File: src/rtl/mem_pkg.sv
// mem_pkg: shared encodings for the MEM-stage memory access unit.
package mem_pkg;
    typedef enum logic [2:0] {OP_LB, OP_LBU, OP_LH, OP_LHU, OP_LW, OP_SB, OP_SH, OP_SW} mem_op_e;
    typedef enum logic [1:0] {SZ_BYTE, SZ_HALF, SZ_WORD} mem_size_e;
    typedef enum logic [1:0] {S_IDLE, S_ADDR, S_DATA, S_DONE} mem_state_e;
endpackage

File: src/rtl/mem_align.sv
// mem_align: load extraction, store lane replication and misalignment detection.
module mem_align
    import mem_pkg::*;
(
    input  mem_op_e     i_op,
    input  logic [1:0]  i_lane,
    input  logic [31:0] i_wdata,
    input  mem_op_e     i_ld_op,
    input  logic [1:0]  i_ld_lane,
    input  logic [31:0] i_rdata,
    output logic [31:0] o_ld_data,
    output logic [31:0] o_st_data,
    output mem_size_e   o_size,
    output logic        o_store,
    output logic        o_misalign
);
    logic [7:0]  w_byte;
    logic [15:0] w_half;
    assign w_byte = i_rdata[{i_ld_lane, 3'b000} +: 8];
    assign w_half = i_ld_lane[1] ? i_rdata[31:16] : i_rdata[15:0];
    always_comb begin
        o_ld_data = i_rdata;
        case (i_ld_op)
            OP_LB:   o_ld_data = {{24{w_byte[7]}}, w_byte};
            OP_LBU:  o_ld_data = {24'b0, w_byte};
            OP_LH:   o_ld_data = {{16{w_half[15]}}, w_half};
            OP_LHU:  o_ld_data = {16'b0, w_half};
            default: o_ld_data = i_rdata;
        endcase
    end
    always_comb begin
        o_size    = SZ_WORD;
        o_st_data = i_wdata;
        case (i_op)
            OP_LB, OP_LBU: o_size = SZ_BYTE;
            OP_LH, OP_LHU: o_size = SZ_HALF;
            OP_SB: begin
                o_size    = SZ_BYTE;
                o_st_data = {4{i_wdata[7:0]}};
            end
            OP_SH: begin
                o_size    = SZ_HALF;
                o_st_data = {2{i_wdata[15:0]}};
            end
            default: o_size = SZ_WORD;
        endcase
    end
    assign o_store    = i_op inside {OP_SB, OP_SH, OP_SW};
    assign o_misalign = (o_size == SZ_HALF && i_lane[0]) || (o_size == SZ_WORD && i_lane != 2'b00);
endmodule

File: src/rtl/mem_access_unit.sv
// mem_access_unit: MEM-stage load/store unit driving a req/addr_ok/data_ok bus.
// Holds the pipeline while an access is in flight; flushes discard late data.
module mem_access_unit
    import mem_pkg::*;
#(
    parameter int BUS_TIMEOUT = 255
) (
    input  logic        clk,
    input  logic        rst,
    input  logic        mem_en_i,
    input  logic [2:0]  mem_op_i,
    input  logic [31:0] addr_i,
    input  logic [31:0] wdata_i,
    input  logic        flush_i,
    output logic [31:0] rdata_o,
    output logic        stall_o,
    output logic        adel_o,
    output logic        ades_o,
    output logic [31:0] badvaddr_o,
    output logic        bus_err_o,
    output logic        data_req_o,
    output logic        data_wr_o,
    output logic [1:0]  data_size_o,
    output logic [31:0] data_addr_o,
    output logic [31:0] data_wdata_o,
    input  logic        data_addr_ok_i,
    input  logic        data_data_ok_i,
    input  logic [31:0] data_rdata_i
);
    localparam int CW = $clog2(BUS_TIMEOUT + 1);
    mem_state_e    r_state, w_next;
    logic [CW-1:0] r_cnt;
    logic          r_discard, r_bus_err, r_wr;
    mem_op_e       r_op;
    mem_size_e     r_size, w_size;
    logic [31:0]   r_addr, r_wdata, r_rdata, w_ld_data, w_st_data;
    logic          w_store, w_misalign, w_start, w_timeout, w_finish;
    mem_align u_align (
        .i_op       (mem_op_e'(mem_op_i)),
        .i_lane     (addr_i[1:0]),
        .i_wdata    (wdata_i),
        .i_ld_op    (r_op),
        .i_ld_lane  (r_addr[1:0]),
        .i_rdata    (data_rdata_i),
        .o_ld_data  (w_ld_data),
        .o_st_data  (w_st_data),
        .o_size     (w_size),
        .o_store    (w_store),
        .o_misalign (w_misalign)
    );
    assign w_start   = mem_en_i && !w_misalign && !flush_i;
    assign w_timeout = r_cnt == CW'(BUS_TIMEOUT - 1);
    assign w_finish  = data_data_ok_i || w_timeout;
    always_comb begin
        w_next     = r_state;
        data_req_o = 1'b0;
        stall_o    = 1'b0;
        case (r_state)
            S_IDLE: begin
                w_next  = w_start ? S_ADDR : S_IDLE;
                stall_o = mem_en_i && !w_misalign;
            end
            S_ADDR: begin
                w_next     = data_addr_ok_i ? S_DATA : (flush_i ? S_IDLE : S_ADDR);
                data_req_o = 1'b1;
                stall_o    = 1'b1;
            end
            S_DATA: begin
                w_next  = w_finish ? ((r_discard || flush_i) ? S_IDLE : S_DONE) : S_DATA;
                stall_o = 1'b1;
            end
            default: w_next = S_IDLE;
        endcase
        stall_o = stall_o && rst;
    end
    // A flush that lands once the bus has accepted the address must still drain data_ok.
    always_ff @(posedge clk or negedge rst) begin
        if (!rst) begin
            r_state   <= S_IDLE;
            r_cnt     <= '0;
            r_discard <= 1'b0;
            r_bus_err <= 1'b0;
            r_wr      <= 1'b0;
            r_op      <= OP_LB;
            r_size    <= SZ_BYTE;
            r_addr    <= '0;
            r_wdata   <= '0;
            r_rdata   <= '0;
        end else begin
            r_state   <= w_next;
            r_cnt     <= (r_state == S_DATA) ? r_cnt + 1'b1 : '0;
            r_discard <= (r_state == S_ADDR && data_addr_ok_i && flush_i) ||
                         (r_state == S_DATA && w_next == S_DATA && (r_discard || flush_i));
            r_bus_err <= r_state == S_DATA && w_next == S_DONE && !data_data_ok_i;
            if (r_state == S_IDLE && w_start) begin
                r_wr    <= w_store;
                r_op    <= mem_op_e'(mem_op_i);
                r_size  <= w_size;
                r_addr  <= addr_i;
                r_wdata <= w_st_data;
            end
            if (r_state == S_DATA && w_next == S_DONE)
                r_rdata <= data_data_ok_i ? w_ld_data : '0;
        end
    end
    assign rdata_o      = r_rdata;
    assign bus_err_o    = r_bus_err;
    assign data_wr_o    = r_wr;
    assign data_size_o  = r_size;
    assign data_addr_o  = r_addr;
    assign data_wdata_o = r_wdata;
    assign adel_o       = mem_en_i && w_misalign && !w_store;
    assign ades_o       = mem_en_i && w_misalign && w_store;
    assign badvaddr_o   = addr_i;
endmodule

File: config.mk
export PLATFORM = sky130hd
export DESIGN_NAME = mem_access_unit
export DESIGN_NICKNAME = d
export VERILOG_FILES = /design/src/rtl/mem_pkg.sv /design/src/rtl/mem_align.sv /design/src/rtl/mem_access_unit.sv
export SDC_FILE = /design/constraint.sdc
export NUM_CORES = 1
export LEC_CHECK = 0
export BUFFER_PORTS_ARGS = -buffer_cell sky130_fd_sc_hd__buf_2
export CAP_MARGIN = 0
export CELL_PAD_IN_SITES_DETAIL_PLACEMENT = 0
export CELL_PAD_IN_SITES_GLOBAL_PLACEMENT = 2
export CORE_MARGIN = 1.5
export CORE_UTILIZATION = 31
export DETAILED_ROUTE_END_ITERATION = 8
export HOLD_SLACK_MARGIN = 0.05
export PLACE_DENSITY_LB_ADDON = 0.1
export SETUP_SLACK_MARGIN = 0.3
export SYNTH_ARGS = -nofsm -noshare
export SYNTH_HDL_FRONTEND = slang
export SYNTH_SLANG_ARGS = --single-unit
File: constraint.sdc
create_clock -name clk -period 3.3 [get_ports clk]
set_input_delay 0.33 -clock clk [delete_from_list [all_inputs] [get_ports clk]]
set_output_delay 0.33 -clock clk [all_outputs]
set_load 0.005 [all_outputs]
==> metrics.md <==
| Metric | Value |
|---|---|
| Layout area overhead | 30.8% |
| Yosys top cell by area | dfrtp_1 |
| PostCTS Resize Cnt | 0 |
| Register area share after synthesis | 49.8% |
| Mapped Cells | 526 |
| Drt initial violations | ~180 |
| Clock skew | 0.00679 ns |
| Core area | 0.0180 mm² |
| RSZ-0062 raised after global routing | false |
| Status | completed |
| Dpl ws | 0.690 ns |
| I/O pin count | 241 |
| Crit Path Category | reg2reg |
| Fill cells | 1831 |
| Initial antenna violation count | 3 |
| Syn Nets | 637 |
| Critical Path Max Stage Delay | 0.47 ns |
| Critical path's top delay family | compound AO/OA/AOI/OAI gates |
| Worst skew pair latency | 0.41 ns |
| Hold Crit Class | in2async |
| WL final | 16000 µm |
| Slew @ Worst Pin | 0.857 ns |
| Residual DRC | 0 |
| CTS tree | built |
| Final min period | approximately 2.5 ns |
| Clock tree root buffer cell | clkbuf_16 |
| Critical path cell sequence | inv_1 > ha_1 > nor3b_1 > a21oi_1 > a21oi_1 > a21boi_4 > buf_12 > mux2i_1 |
| Setup tns final | 0 ns |
| Routed length on met3 | 1300 µm |
| Hpwl dp | 11800 µm |
| Rows | 49 |
| Largest cells by area after synthesis | dfrtp_1 (50%), mux2i_1 (9.3%), mux2_2 (8.9%) |
| Worst endpoint required time | approximately 3.6 ns |
| Die area | 0.0193 mm² |
| TritonRoute pass-1 iters | 4 |
| Height of the die | about 140 µm |
| Die Wd | 139 µm |
| Clock sink total | approximately 110 |
| CP dominant cell by count | a21oi_1 |
| CP max FO | 14 |
| Fin. max-slew vios | 0 |
| H-tree depth | 4 |
| First-pass GRT wire length | between 20000 and 30000 µm |
| Port Buf Inserts | 240 |
| Total GRT Usage | 16.9% |
| Nets@finish | 841 |
| Wire length on met1 | 7090 µm |
| Crit end category | flop |
| LEAKAGE | roughly 3.7 nW |
| Wire per inst | 16.5 µm |
| Remaining Overflow, GRT | 0 |
| Ys Warns | 0 |
| CTS Buf Count | 17 |
| Fin crit share | 76.1% |
| Post-DRT Antenna Nets | 0 |
| Synth unique cells | 42 |
| Worst Path Arrival | 2.84 ns |
| Worst hold slack | 0.0758 ns |
| CP max-delay cell | a21boi_4 |
| Routed via count | 4510 |
| Via density | 4.64 |
| Synthesized area | 0.00573 mm² |
| Layout Utilization | 41.5% |
| Avg Inst Size Synth | 10.9 µm² |
| Final setup fails | 0 |
| Worst Slack Setup Final | 0.790 ns |
| VDD IR max | 0.406 mV |
| Number of global-route vias before repair | 4648 |
| DR top layer | met5 |
| Fraction of layout cells with a size suffix above 1 | between 40 and 50% |
| Worst-path clk slew | 0.06 ns |
| Max_cap viols | 0 |
| Pin count of the biggest net entering global routing | 67 |
| Yosys top cell area share | about half |
| Synth Register Bits | 114 |
| F_max | 398 MHz |
| Starting Density | 31.8% |
| Crit start category | flop |
| Worst path bufs/invs | 2 |
| Max-slew headroom | a little over two fifths |
| Cts hold-fix bufs | 0 |
| Post-CTS setup buffers | 0 |
| Bufs on Longest Clock Path | 2 |
| Gpl congestion | 0.784 |
| Met2 Wirelength | 7520 µm |
| Power density cells | around 860 mW/mm² |
| Final hold vios | 0 |
## cell families after synthesis
logic type	count (synthesis)	share of synthesized area [%]
AO/OA/AOI/OAI	105	10.8
XOR/XNOR	6	0.918
adder cells (fa/ha/maj)	6	1.31
buffers and inverters	101	10.2
flip-flops	114	49.8
multiplexers	100	18.5
AND/OR/NAND/NOR	94	8.44
## per-layer routing
layer / vias to the layer above / global-route usage [%]
met5: - / 0
met4: 2 / 4.61
met3: 7 / 6.94
met2: 159 / 27.2
met1: 2137 / 20.9
li1: 2205 / -
## cell usage after synthesis (all sizes together)
| library cell | n |
|---|---|
| a22oi | 1 |
| nor2 | 7 |
| mux2i | 53 |
| nor3b | 10 |
| inv | 34 |
| a221oi | 1 |
| and4 | 3 |
| o22ai | 8 |
| buf | 50 |
| o221ai | 14 |
| clkinv | 1 |
| a21boi | 1 |
| clkbuf | 16 |
| a21oi | 17 |
| xnor2 | 5 |
| xor2 | 1 |
| nor3 | 1 |
| nand4 | 1 |
| nand3 | 6 |
| and3 | 1 |
| o21a | 1 |
| ha | 6 |
| a41o | 1 |
| nand2b | 3 |
| o211a | 1 |
| nor2b | 11 |
| nand2 | 41 |
| mux2 | 47 |
| or2 | 1 |
| o21ai | 58 |
| o211ai | 1 |
| dfrtp | 114 |
| a21o | 1 |
| or4 | 1 |
| and2 | 8 |
## cell usage in the layout, fill, tap and decap left out, drive strengths merged, types with 5 or more instances in the layout
| cell type | synthesis | routed |
|---|---|---|
| clkinv | 1 | 5 |
| buf | 50 | 251 |
| clkbuf | 16 | 21 |
| nor3b | 10 | 10 |
| nor2b | 11 | 11 |
| nor2 | 7 | 7 |
| inv | 34 | 34 |
| xnor2 | 5 | 5 |
| o221ai | 14 | 14 |
| a21oi | 17 | 17 |
| o22ai | 8 | 8 |
| nand2 | 41 | 41 |
| mux2i | 53 | 53 |
| mux2 | 47 | 47 |
| nand3 | 6 | 6 |
| ha | 6 | 6 |
| and2 | 8 | 8 |
| o21ai | 58 | 58 |
| dfrtp | 114 | 114 |
## per-stage QoR
stage	cells	area (µm²)	total power, mW
final	972	7490	6.43
after detailed placement	940	6880	4.61
after global routing	972	7490	6.92
after CTS	971	7480	6.54
after global placement	940	6880	4.57
after floorplan	526	5730	3.54
## report_power, final
part	total, mW	internal, mW	switching [mW]	leakage, nW
Clock	1.88	1.24	0.648	0.291
Combinational	2.14	1.08	1.07	2.05
Sequential	2.40	2.03	0.366	1.37
## worst paths after layout
kind | from | to | slack (ns) | depth (start not counted)
min in group clk | addr_i[12] | data_addr_o[12] | 0.16 | 2
max reg2reg | r_state[0] | rdata_o[25] | 0.79 | 8
max in group asynchronous | rst | data_wdata_o[12] | 2.56 | 2
min reg2reg | data_wdata_o[23] | data_wdata_o[23] | 0.47 | 2
min | rst | rdata_o[12] | 0.08 | 2
max | r_state[0] | rdata_o[25] | 0.79 | 8
## area by class of cell
type                            instances  area (µm²)  area share (%)
Sequential cell                       114        2850            38.1
Multi-Input combinational cell        311        2300            30.7
Timing Repair Buffer                  251        1310            17.5
Clock buffer                           21         470            6.28
Tap cell                              229         287            3.83
Clock inverter                         10         133            1.77
Inverter                               35         131            1.75
Antenna cell                            1        2.50          0.0334
## flip-flops by register name (all words and copies together) (netlist names)
name and flops:
data_size_o 2, r_cnt 8, data_wr_o 1, r_state 2
r_discard 1, bus_err_o 1, rdata_o 32, data_addr_o 32
r_op 3, data_wdata_o 32
Note: power is estimated with default switching activity, not from simulation.
